==> config.mk <==
export PLATFORM = sky130hd
export DESIGN_NAME = wide_add_seq
export DESIGN_NICKNAME = d
export VERILOG_FILES = /design/src/rtl/wide_add_seq.sv
export SDC_FILE = /design/constraint.sdc
export NUM_CORES = 1
export LEC_CHECK = 0
export BUFFER_PORTS_ARGS = -buffer_cell sky130_fd_sc_hd__buf_2
export CAP_MARGIN = 10
export CORE_ASPECT_RATIO = 1.5
export CORE_MARGIN = 8
export CORE_UTILIZATION = 57
export DETAILED_ROUTE_END_ITERATION = 7
export PLACE_DENSITY = 0.83
export SYNTH_ARGS = -nofsm -noshare
export SYNTH_HDL_FRONTEND = slang
export SYNTH_SLANG_ARGS = --single-unit
==> constraint.sdc <==
create_clock -name clk -period 4.35 [get_ports clk]
set_input_delay 0 -clock clk [delete_from_list [all_inputs] [get_ports clk]]
set_output_delay 0 -clock clk [all_outputs]
set_load 0.01 [all_outputs]
==> src/rtl/wide_add_seq.sv <==
// rtl/wide_add_seq.sv - multi-word add/subtract sequencer driving an external 16-bit adder
module wide_add_seq #(
    parameter int WORDS = 2,
    localparam int W = 16 * WORDS
) (
    input  logic         clk,
    input  logic         reset_n,
    input  logic         in_valid,
    output logic         in_ready,
    input  logic         in_sub,
    input  logic [W-1:0] in_a,
    input  logic [W-1:0] in_b,
    output logic         add_cin,
    output logic [15:0]  add_a,
    output logic [15:0]  add_b,
    input  logic         add_cout,
    input  logic [15:0]  add_r,
    output logic         out_valid,
    input  logic         out_ready,
    output logic [W-1:0] out_r,
    output logic         out_cout,
    output logic         out_ovf,
    output logic         out_zero
);

    typedef enum logic [1:0] {IDLE, RUN, DONE} state_t;

    state_t       state;
    state_t       state_nxt;
    logic [W-1:0] a_q;
    logic [W-1:0] b_q;
    logic         sub_q;
    logic         carry_q;
    logic [3:0]   idx;
    logic [W-1:0] res_q;
    logic [W-1:0] res_nxt;
    logic         last;

    assign last     = (idx == 4'(WORDS - 1));
    assign in_ready = (state == IDLE);

    always_ff @(posedge clk) begin
        if (!reset_n) state <= IDLE;
        else          state <= state_nxt;
    end

    always_comb begin
        state_nxt = state;
        case (state)
            IDLE:    if (in_valid)  state_nxt = RUN;
            RUN:     if (last)      state_nxt = DONE;
            DONE:    if (out_ready) state_nxt = IDLE;
            default:                state_nxt = IDLE;
        endcase
    end

    // Subtraction is A + ~B + 1: the +1 enters as the initial carry.
    always_comb begin
        add_a   = '0;
        add_b   = '0;
        add_cin = 1'b0;
        if (state == RUN) begin
            add_a   = a_q[16*int'(idx) +: 16];
            add_b   = b_q[16*int'(idx) +: 16] ^ {16{sub_q}};
            add_cin = carry_q;
        end
    end

    // The final word bypasses res_q so flags see the complete result at the DONE edge.
    always_comb begin
        res_nxt                       = res_q;
        res_nxt[16*int'(idx) +: 16]   = add_r;
    end

    always_ff @(posedge clk) begin
        if (!reset_n) begin
            a_q       <= '0;
            b_q       <= '0;
            sub_q     <= 1'b0;
            carry_q   <= 1'b0;
            idx       <= '0;
            res_q     <= '0;
            out_valid <= 1'b0;
            out_r     <= '0;
            out_cout  <= 1'b0;
            out_ovf   <= 1'b0;
            out_zero  <= 1'b0;
        end else begin
            case (state)
                IDLE: begin
                    if (in_valid) begin
                        a_q     <= in_a;
                        b_q     <= in_b;
                        sub_q   <= in_sub;
                        carry_q <= in_sub;
                        idx     <= '0;
                    end
                end
                RUN: begin
                    res_q   <= res_nxt;
                    carry_q <= add_cout;
                    if (last) begin
                        out_valid <= 1'b1;
                        out_r     <= res_nxt;
                        out_cout  <= add_cout;
                        out_ovf   <= (a_q[W-1] == (b_q[W-1] ^ sub_q)) && (add_r[15] != a_q[W-1]);
                        out_zero  <= (res_nxt == '0);
                    end else begin
                        idx <= idx + 4'd1;
                    end
                end
                DONE: begin
                    if (out_ready) out_valid <= 1'b0;
                end
                default: ;
            endcase
        end
    end

endmodule

==> metrics.yaml <==
floorplan:
  die_height_um: 144.1
  core_area_sq_um: 10880
  dieArea_sq_um: 14620
  fp.dieW_um: 101.4
  start_util: 0.5735
  fp-row-count: 47
  ios: 156
setup_path:
  crit_required_ns: 4.68
  path_class: "reg2reg"
  critPathMaxStageDelay_ns: 0.78
  crit_path_end_kind: "flip-flop"
  path_cells: "inv_1 -> ha_1 -> nor2b_1 -> nand4_1 -> buf_4 -> nor2_1 -> nand2_1 -> a21oi_1"
  cp.arrival_ns: 3.07
  crit_slowest_cell: "nor2_1"
  cp-start-kind: "flip-flop"
  critPathMaxFanout: 21
sta:
  hold_slack_ns: 0.3790
  finalCriticalPeriod_ns: 2.734
  fin_crit_sh: 0.6285
  relSlewSlack: 0.3380
  skew_ns: 0.009204
  setup_viol_count_final: 0
  maxSlewViolCount: 0
  tightest_slew_ns: 0.9894
  rsz0062_at_grt: "false"
  max_freq_mhz: 365.8
  hold_violations: 0
  tns_ns: 0
clock_network:
  htree_num_levels: 4
  cts.root.buffer_cell: "clkbuf_16"
  cts_setup_buffers: 0
  cts_buffer_depth: 2
  clock_latency_ns: 0.41
  cts_tree: "built"
  numCtsBuffers: 17
  cts.sinks: 140
  clk_pin_slew_ns: 0.06
hold_path:
  hp-class: "in2reg"
logic_synthesis:
  yosysMostFrequentCell: "nand2_1"
  synthMuxAreaShare: 0.1315
  yosys.area_share.simple: 0.2160
  synth_seq_cells: 140
  synthAdderAreaFrac: 0.008021
  syn-mean-instance-area_sq_um: 8.232
  post_synth_xor_area_fraction: 0.006818
  synth_top_area_share: 0.4492
  syn_inst: 758
  ys.flop_type: "dfxtp_1"
  async_flop_share: 0
  ys_types: 43
  synth_edf_count: 0
  synth-compound-area-share: 0.1426
  yosys.area.top_type: "dfxtp_1"
  synth.yosys.seq_area_share: 0.4492
  syn-num-nets: 848
  netlist_top_cells_area: "dfxtp_1 (45%), mux2i_1 (13%), nand2_1 (10%)"
  yosys-top-cells-count: "nand2_1 (169), dfxtp_1 (140), a21oi_1 (103), mux2i_1 (82), nor2_1 (81)"
  syn_area_sq_um: 6240
  yosys_warnings: 0
  synth_top_family_by_area: "simple AND/OR/NAND/NOR gates"
routing:
  antenna_left: 0
  routedWlPerCell_um: 17.23
  routed_wl_um: 19350
  vias_per_cell: 5.571
  via_count: 6256
  drtIter0Drc: 350
  drt-pass1-iter-count: 7
  route.detailed.drc: 0
power_and_ir_drop:
  p_clk_frac: 0.398
  p_int_mw: 2.381
  p_switching_mw: 0.8763
  combPwrFrac: 0.170
  seqPwrFrac: 0.432
  irDropWorstVdd_mv: 0.3025
  p_sw_frac: 0.2690
  p_per_area_nw_per_um2: 389.2
  p_leak_nw: 3.362
placement:
  port_buffers: 155
  place_hpwl_um: 11230
  place_congestion: 0.8497
layout:
  synthToLayoutAreaGrowth_pct: 34.15
  layout-drive-gt1-share: 0.2062
  fin_nets: 1055
  fillers: 732
global_route:
  grt_pass1_wl_um: 30700
  grt_max_degree: 75
  track_usage: 0.2671
  grt_pass1_vias: 6283
  grt_remaining_overflow: 0
  antenna_found_initial: 0
status:
  outcome: "complete, no violations"
flow_run:
  cap_violations: 0
-- metal layers --
layer | share of wire | global-route usage
met1 | 0.36 | 0.2716
met4 | 0.033 | 0.1284
met3 | 0.080 | 0.07518
met5 | 0 | 0
met2 | 0.53 | 0.4857
-- cells in the final DEF (no fill, tap or decap), types with 3 or more instances in the layout --
cell / netlist / layout
ha_1: 4 / 4
o21ai_0: 18 / 18
dfxtp_1: 140 / 139
dlygate4sd3_1: 0 / 85
nand2_1: 169 / 168
nand3_1: 4 / 4
inv_1: 4 / 3
nor2_1: 81 / 81
or3_1: 18 / 18
mux2i_1: 82 / 82
clkbuf_1: 31 / 3
clkbuf_16: 0 / 17
nor2b_1: 3 / 3
buf_4: 1 / 5
nor4_1: 8 / 8
clkinv_2: 0 / 4
a211oi_1: 32 / 32
buf_2: 13 / 155
clkinvlp_4: 0 / 3
nand4_1: 3 / 3
a21oi_1: 103 / 103
-- worst max-delay path, delay by kind of cell (launching register included) --
kind	cells	cell delay, ns
fa+ha+maj	1	0.37
compound gates	1	0.18
simple gates	4	1.16
buf+inv	2	0.35
flops	1	0.60
-- through the flow --
step           total power, mW  cell area [sq um]  std cells  utilization  worst slack, ns
2_1_floorplan            1.759               6240        758            -            1.767
3_3_place_gp             1.893               6974       1007       0.6411            1.747
3_5_place_dp             1.905               6974       1007       0.6411            1.640
4_1_cts                  3.248               8348       1121       0.7673            1.621
5_1_grt                  3.385               8368       1122       0.7692            1.397
6_report                 3.258               8371       1123       0.7694            1.616
-- cells by family after synthesis --
logic type / after synthesis
AND/OR/NAND/NOR: 307
AO/OA/AOI/OAI: 159
flip-flops: 140
multiplexers: 82
XOR/XNOR: 4
adder cells (fa/ha/maj): 4
buffers and inverters: 62
-- path summary, 6_finish.rpt --
path                            depth (start not counted)  slack [ns]    start        end
worst max-delay path                                    8        1.62   idx[0]  res_q[15]
worst min-delay path                                    4        0.38  in_b[6]     b_q[6]
worst max register to register                          8        1.62   idx[0]  res_q[15]
worst min register to register                          2        0.45  a_q[15]    a_q[15]
-- what timing repair did --
item	in CTS	in global routing
endpoints found under the hold margin	112	0
resized for setup	0	0
endpoints found under the setup margin	0	0
hold buffers	85	0
-- power by group through the flow --
stage / sequential (mW) / clock, mW / combinational, mW
CTS: 1.40 / 1.31 / 0.536
detailed placement: 1.43 / 0 / 0.474
finish: 1.41 / 1.30 / 0.555
global route: 1.41 / 1.37 / 0.605
global placement: 1.43 / 0 / 0.465
floorplan: 1.42 / 0 / 0.339
-- registers in the layout (all words and copies together), names as in the netlist, 2 cells and up --
register and count:
a_q 32, b_q 32, out_r 32, res_q 32, idx 4, state 2
-- layout make-up --
class | count | area, sq um | share of cell area
Sequential cell | 140 | 2804 | 0.3350
Clock inverter | 8 | 72.57 | 0.008670
Tap cell | 147 | 183.9 | 0.02197
Clock buffer | 21 | 450.4 | 0.05381
Multi-Input combinational cell | 556 | 3156 | 0.3770
Inverter | 4 | 17.52 | 0.002093
Antenna cell | 1 | 2.502 | 0.0002990
Timing Repair Buffer | 246 | 1684 | 0.2012
No activity file was read; power rests on OpenSTA's default activity.
